### config.mk
export PLATFORM = sky130hd
export DESIGN_NAME = bin_to_bcd_seq
export DESIGN_NICKNAME = d
export VERILOG_FILES = /design/src/rtl/bcd_pkg.sv /design/src/rtl/bcd_dabble_step.sv /design/src/rtl/bin_to_bcd_seq.sv
export SDC_FILE = /design/constraint.sdc
export NUM_CORES = 1
export LEC_CHECK = 0
export ABC_AREA = 1
export BUFFER_PORTS_ARGS = -buffer_cell sky130_fd_sc_hd__buf_2
export CAP_MARGIN = 20
export CORE_ASPECT_RATIO = 1.75
export CORE_MARGIN = 1.5
export CORE_UTILIZATION = 30
export DETAILED_ROUTE_END_ITERATION = 8
export GPL_TIMING_DRIVEN = 0
export SLEW_MARGIN = 30
export SYNTH_ARGS = -nofsm -noshare
export SYNTH_HDL_FRONTEND = slang
export SYNTH_HIERARCHICAL = 1
export SYNTH_SLANG_ARGS = --single-unit
### constraint.sdc
create_clock -name clk -period 1.54 [get_ports clk]
set_input_delay 0.077 -clock clk [delete_from_list [all_inputs] [get_ports clk]]
set_output_delay 0.077 -clock clk [all_outputs]
set_load 0.01 [all_outputs]
### src/rtl/bcd_pkg.sv
// Shared types, constants and helpers for the sequential binary-to-BCD converter.
package bcd_pkg;

    typedef enum logic {
        IDLE,
        CONVERT
    } state_t;

    localparam logic [3:0] BCD_BLANK = 4'hF;

    function automatic logic [3:0] add3_if_ge5(logic [3:0] d);
        return (d >= 4'd5) ? 4'(d + 4'd3) : d;
    endfunction

    // True when DIGITS decimal digits can hold every BIN_W-bit unsigned value.
    function automatic bit bcd_fits(int unsigned bin_w, int unsigned digits);
        longint unsigned p10;
        longint unsigned max_bin;
        p10 = 64'd1;
        for (int unsigned i = 0; i < digits; i++) begin
            p10 = p10 * 64'd10;
        end
        max_bin = (64'd1 << bin_w) - 64'd1;
        return p10 > max_bin;
    endfunction

endpackage

### src/rtl/bcd_dabble_step.sv
// One double-dabble iteration: add-3 correction on every digit, then shift in one bit.
module bcd_dabble_step
    import bcd_pkg::*;
#(
    parameter int unsigned DIGITS = 3
) (
    input  logic [4*DIGITS-1:0] bcd_in,
    input  logic                bit_in,
    output logic [4*DIGITS-1:0] bcd_c
);

    logic [4*DIGITS-1:0] corrected;

    always_comb begin
        corrected = bcd_in;
        for (int i = 0; i < int'(DIGITS); i++) begin
            corrected[4*i +: 4] = add3_if_ge5(bcd_in[4*i +: 4]);
        end
        bcd_c = {corrected[4*DIGITS-2:0], bit_in};
    end

endmodule

### src/rtl/bin_to_bcd_seq.sv
// Sequential binary-to-BCD converter with registered BCD and leading-zero-blanked display outputs.
module bin_to_bcd_seq
    import bcd_pkg::*;
#(
    parameter int unsigned BIN_W    = 8,
    parameter int unsigned DIGITS   = 3,
    parameter int unsigned BLANK_LZ = 1
) (
    input  logic                clk,
    input  logic                rst,
    input  logic                start,
    input  logic [BIN_W-1:0]    bin,
    output logic                busy,
    output logic                done,
    output logic [4*DIGITS-1:0] bcd,
    output logic [4*DIGITS-1:0] disp
);

    localparam int unsigned BCD_W = 4 * DIGITS;
    localparam int unsigned CNT_W = (BIN_W > 1) ? $clog2(BIN_W) : 1;

    if (BIN_W < 1 || !bcd_fits(BIN_W, DIGITS)) begin : g_bad_cfg
        $error("bin_to_bcd_seq: DIGITS too small for BIN_W");
    end

    // Replace zero digits above the most significant nonzero digit; digit 0 always shows.
    function automatic logic [BCD_W-1:0] blank_lz(logic [BCD_W-1:0] v);
        logic [BCD_W-1:0] r;
        logic             lead;
        r    = v;
        lead = 1'b1;
        if (BLANK_LZ != 0) begin
            for (int i = int'(DIGITS) - 1; i >= 1; i--) begin
                if (lead && v[4*i +: 4] == 4'd0) begin
                    r[4*i +: 4] = BCD_BLANK;
                end else begin
                    lead = 1'b0;
                end
            end
        end
        return r;
    endfunction

    localparam logic [BCD_W-1:0] DISP_RST = blank_lz('0);

    state_t             state_q, state_d;
    logic [CNT_W-1:0]   cnt_q, cnt_d;
    logic [BIN_W-1:0]   shift_q, shift_d;
    logic [BCD_W-1:0]   work_q, work_d;
    logic [BCD_W-1:0]   step_c;
    logic               busy_d, done_d;
    logic [BCD_W-1:0]   bcd_d, disp_d;

    bcd_dabble_step #(.DIGITS(DIGITS)) u_step (
        .bcd_in (work_q),
        .bit_in (shift_q[BIN_W-1]),
        .bcd_c  (step_c)
    );

    always_ff @(posedge clk or posedge rst) begin
        if (rst) begin
            state_q <= IDLE;
            cnt_q   <= '0;
            shift_q <= '0;
            work_q  <= '0;
            busy    <= 1'b0;
            done    <= 1'b0;
            bcd     <= '0;
            disp    <= DISP_RST;
        end else begin
            state_q <= state_d;
            cnt_q   <= cnt_d;
            shift_q <= shift_d;
            work_q  <= work_d;
            busy    <= busy_d;
            done    <= done_d;
            bcd     <= bcd_d;
            disp    <= disp_d;
        end
    end

    // Next state and next register values; results are published only on the last iteration.
    always_comb begin
        state_d = state_q;
        cnt_d   = cnt_q;
        shift_d = shift_q;
        work_d  = work_q;
        busy_d  = busy;
        done_d  = 1'b0;
        bcd_d   = bcd;
        disp_d  = disp;
        case (state_q)
            IDLE: begin
                if (start) begin
                    shift_d = bin;
                    work_d  = '0;
                    cnt_d   = '0;
                    busy_d  = 1'b1;
                    state_d = CONVERT;
                end
            end
            CONVERT: begin
                work_d  = step_c;
                shift_d = BIN_W'(shift_q << 1);
                cnt_d   = CNT_W'(cnt_q + 1'b1);
                if (cnt_q == CNT_W'(BIN_W - 1)) begin
                    bcd_d   = step_c;
                    disp_d  = blank_lz(step_c);
                    done_d  = 1'b1;
                    busy_d  = 1'b0;
                    state_d = IDLE;
                end
            end
            default: state_d = IDLE;
        endcase
    end

endmodule
======== Word level (Yosys, flattened, before mapping) ========
Index checks and enable logic that the tools add are counted.
W data, S select, Z words.
word-level totals
  bits of input ports ..................... 11
  flip-flop bits (word level) ............. 50
  output and inout port bits .............. 26
operators by class
  bitwise operators ....................... 1
  eq/ne operators ......................... 3
  reductions and logical operators ........ 5
  $add $sub $neg .......................... 4
  magnitude comparators ................... 3
  multiplexer cells ....................... 22
operators by type and width
  kind                   number
  $pmux W12 S2           1
  $mux W4                4
  $pmux W8 S2            1
  $ge A4 B3 Y1 const B   3
  $mux W12               1
  $mux W1                9
  $add A4 B2 Y4 const B  2
  $logic_not A4 Y1       2
  $mux W8                1
  $mux W3                2
  $pmux W3 S2            1
  $pmux W1 S2            2
  $reduce_and A2 Y1      2
  $add A3 B1 Y3 const B  1
  $add A3 B2 Y3 const B  1
  $eq A3 B3 Y1 const B   1
  $ne A2 B1 Y1 const B   1
  $ne A2 B2 Y1 const B   1
  $logic_and A1 B1 Y1    1
  $not A1 Y1             1

======== Logic depth before layout (Yosys ltp) ========
  depth after elaboration ................. 8
  depth in mapped cells ................... 12

======== Hierarchy ========
Netlist, hierarchy kept.
by module, submodules not included
  module           area an instance (um^2)  times used  cells an instance
  bin_to_bcd_seq   1,928.1                  1           205
  bcd_dabble_step  345.3                    1           63

======== Worst setup path after synthesis ========
No wires, ideal clock.
  path kind ............................... register -> register
  start ................................... register work_q[4]
  end ..................................... register disp[4]
  setup slack ............................. 125 ps
  arrival ................................. 1,354 ps
  cell stages (with the launch flop) ...... 11
  library setup time ...................... 60 ps
  buffers on the path ..................... 0
  required time ........................... 1,480 ps
  cell sequence ........................... dfrtp_1 -> inv_1 -> ha_1 -> nor2_4 -> nor2_4 -> a21oi_2 -> inv_1 -> nand3_1 -> nor2_1 -> nand2_1 -> nand2_1
between the ends
  cells in the longest elaborated chain, start to end .. 8
RTL lines
  item                                           line                   text
  start, declared                                bin_to_bcd_seq.sv:49   logic [BCD_W-1:0] work_q, work_d;
  start signal, assigned                         bin_to_bcd_seq.sv:74   work_q <= work_d;
  $add A4 B2 Y4 or $ge A4 B3 Y1 (tied branches)  bcd_pkg.sv:12          return (d >= 4'd5) ? 4'(d + 4'd3) : d;
  $mux W4 *                                      bcd_pkg.sv:12
  named net step_c[8]                            bin_to_bcd_seq.sv:50   logic [BCD_W-1:0] step_c;
  $logic_not A4 Y1 *                             bin_to_bcd_seq.sv:34   if (lead && v[4*i +: 4] == 4'd0) begin
  $mux W1 *                                      bin_to_bcd_seq.sv:34
  $mux W1 *                                      bin_to_bcd_seq.sv:106  if (cnt_q == CNT_W'(BIN_W - 1)) begin
  $mux W1 *                                      bin_to_bcd_seq.sv:92   case (state_q)
  $logic_and A1 B1 Y1 *                          bin_to_bcd_seq.sv:34
  $mux W4 *                                      bin_to_bcd_seq.sv:34
  end signal, assigned                           bin_to_bcd_seq.sv:78   disp <= disp_d;
  end, declared                                  bin_to_bcd_seq.sv:16   output logic [4*DIGITS-1:0] disp
Mark *: on every way through the listed nets, which the timed path passes. The rest lies on a longest branch. The select of a mux whose other input is x is not followed.
A chain may end at the register's enable or synchronous reset.

======== Worst setup path in the final report ========
  start ................................... register work_q[8]
  end ..................................... register disp[4]
between the ends
  cells in the longest elaborated chain, start to end .. 8
RTL lines
  item                                           line
  $ge A4 B3 Y1 or $add A3 B2 Y3 (tied branches)  bcd_pkg.sv:12
  $mux W3 *                                      bcd_pkg.sv:12
  named net step_c[9]                            bin_to_bcd_seq.sv:50
  $logic_not A4 Y1 *                             bin_to_bcd_seq.sv:34
  $mux W1 *                                      bin_to_bcd_seq.sv:34
  $mux W1 *                                      bin_to_bcd_seq.sv:106
  $mux W1 *                                      bin_to_bcd_seq.sv:92
  $logic_and A1 B1 Y1 *                          bin_to_bcd_seq.sv:34
  $mux W4 *                                      bin_to_bcd_seq.sv:34
Marked as above.

==> impl_metrics.toml <==
[floorplanning]
pin_count = 37
coreArea_sq_mm = 0.00728
die_x_um = 68.8
fp.dieH_um = 118
die-area_sq_mm = 0.00813
initial_core_util_pct = 31.2
num_rows = 41

[timing]
fmax_mhz = 659
tightestPinTransition_ns = 0.561
layout_min_cycle_time_ns = 1.52
rsz0062_at_grt = "yes"
finalHoldViolCount = 0
fin_skew_ns = 0.00559
drv_slew = 0
max-slew-margin-rel_pct = 62.6
finalCritPeriodShare_pct = 98.5
finalSetupViolCount = 0

[job]
drv_cap = 0

[grt]
antenna_found_initial = 0
overflow = 0
grt_pass1_vias = 1808
grt_pass1_wl_mm = 8.15
grt_max_degree = 47
grt_use_total_pct = 13.2

[power]
power_density_mw_per_mm2 = 2250
power_leakage_nw = 1.53
total_power_w = 0.00663
peakVddDrop_mv = 0.820

[clock_tree]
clk_path_buf_depth = 2
clk_latency_ns = 0.28
cts.sinks = 46
cts.clk_slew.worst_paths_ns = 0.06
numCtsBuffers = 5
cts-root-buf = "clkbuf_16"
cts_tree = "built"
h-tree-depth = 2

[route]
routed.top_layer = "met4"
viasPerCell = 4.44
wl_met3_um = 140
postRouteAntennaNets = 0
drtIter0Drc = 67
dr.pass1.iters = 4
routed_wl_mm = 4.84
route.met2.wl_mm = 2.59
wl_per_cell_um = 11.7
wl_met1_mm = 1.97
num_vias = 1844
drc = 0

[min_path]
hp-class = "in -> reg"
hp-start = "bin[5]"

[critical_path]
end_kind = "flop"
critical_path_class = "reg -> reg"
r2r_start = "work_q[8]"
setup.worst_path.start = "work_q[8]"
path_max_fanout = 4
critical_path_arrival_ns = 1.74
cp.required_ns = 1.77
start_kind = "flop"

[yosys]
yosysTopAreaCellShare_pct = 41.8
yosys_warnings = 6
netlist_area_sq_mm = 0.00227
syn_area_per_cell_sq_um = 8.48
syn_nets = 288
yosysSeqAreaShare_pct = 51.1
synth_cells = 268
yosysTopAreaCell = "dfrtp_1"
synth-seq-cells = 46
ys_types = 23
synthTopCellsByArea = "dfrtp_1, nand2_1, dfstp_2, inv_1, ha_1"

[placed_design]
dp_hpwl_mm = 3.29
place_area_sq_mm = 0.00256
dp_cells = 390
place.port_buffers = 36
routabilityCongestion = 0.771

[layout]
design_area_sq_mm = 0.00295
multi_input_area_sq_um = 956
final_core_util_pct = 40.5
area_delta_synth_final_pct = 29.7
final_nets = 349
final_cell_count_no_fill = 415
layout_common_cells = "nand2_1, buf_2, dfrtp_1"
diodes = 0
layout-drive-gt1-share_pct = 34.7
ff_latch_area_sq_mm = 0.00116
num-fill-cells = 774
final_common_cell = "nand2_1"

[run_status]
status = "complete, no violations"
[synthesized netlist by cell type]
library cell and n:
nand2_1 95, dfrtp_1 38, inv_1 35, o21ai_0 21, nand3_1 12, ha_1 9
dfstp_2 8, nor2_1 8, o21ai_1 8, buf_4 5, buf_6 5, a22o_1 4
nor2_4 4, a21oi_1 3, buf_2 2, inv_2 2, o21a_1 2, o21ai_2 2
a21oi_2 1, clkbuf_2 1, nand2_2 1, nand2_4 1, nand4_1 1
[final timing paths]
path                            cells past startpoint  slack (ns)         end
worst max-delay path                               10        0.02     disp[4]
worst min-delay path                                3       0.009  shift_q[5]
worst max register to register                     10        0.02     disp[4]
worst min register to register                      1        0.47    cnt_q[0]
max in group asynchronous                           3        0.73   work_q[4]
min in group asynchronous                           3        0.40  shift_q[7]
[per-stage QoR]
stage                     setup slack [ns]  hold WS [ns]  TNS (ns)
after floorplan                      0.125         0.187         0
after global placement              -0.268         0.277    -10.64
after detailed placement            -0.113         0.200    -0.752
after CTS                          0.00179       0.00481         0
after global routing               -0.0758        0.0110    -0.410
final                               0.0231       0.00891         0
[sequential cells by signal, indices dropped and copies added, names as in the netlist]
| name | cells |
|---|---|
| bcd | 12 |
| shift_q | 8 |
| done | 1 |
| disp | 8 |
| state_q | 1 |
| work_q | 12 |
| cnt_q | 3 |
| busy | 1 |
[repair_timing]
action	in CTS	in global routing
gates resized for setup	19	19
hold endpoints to repair	43	0
buffers inserted	4	8
hold buffers	6	0
pin swaps	7	11
setup endpoints to repair	8	21
[critical path, cell delays in order, from the launching register on]
cell and delay [ns]:
dfrtp_1 0.43, ha_1 0.22, nand2_2 0.11, nand3_4 0.10, nand2_2 0.07, nand2_2 0.06, nor2_2 0.11, nand2_2 0.08
nor2_4 0.11, nand2_2 0.08, nand2_1 0.07
[logic make-up after synthesis]
| family | Yosys count | synth area share [%] |
|---|---|---|
| DFF | 46 | 51.1 |
| adders and majority gates | 9 | 4.95 |
| AOI/OAI and AO/OA | 41 | 10.4 |
| buffers and inverters | 50 | 10.9 |
| and+or+nand+nor | 122 | 22.7 |
[area by class of cell]
type | instances | area share [%]
multi-input combinational | 172 | 32.4
inverter | 37 | 4.88
buffer | 13 | 3.78
tap | 86 | 3.65
clock inverter | 1 | 0.255
timing repair buffer | 54 | 11.2
sequential | 46 | 39.4
clock buffer | 6 | 4.37
[where the power goes]
part	switching [W]	total, W	internal, W
combinational	0.00192	0.00344	0.00152
sequential	0.000364	0.00218	0.00182
clock	0.000419	0.00101	0.000592
[layer usage]
metal | GRT usage (%) | up-vias
li1 | - | 949
met1 | 14.7 | 858
met2 | 22.7 | 29
met3 | 2.76 | 8
met4 | 6.62 | 0
met5 | 0 | -
No activity file was read; power rests on OpenSTA's default activity.
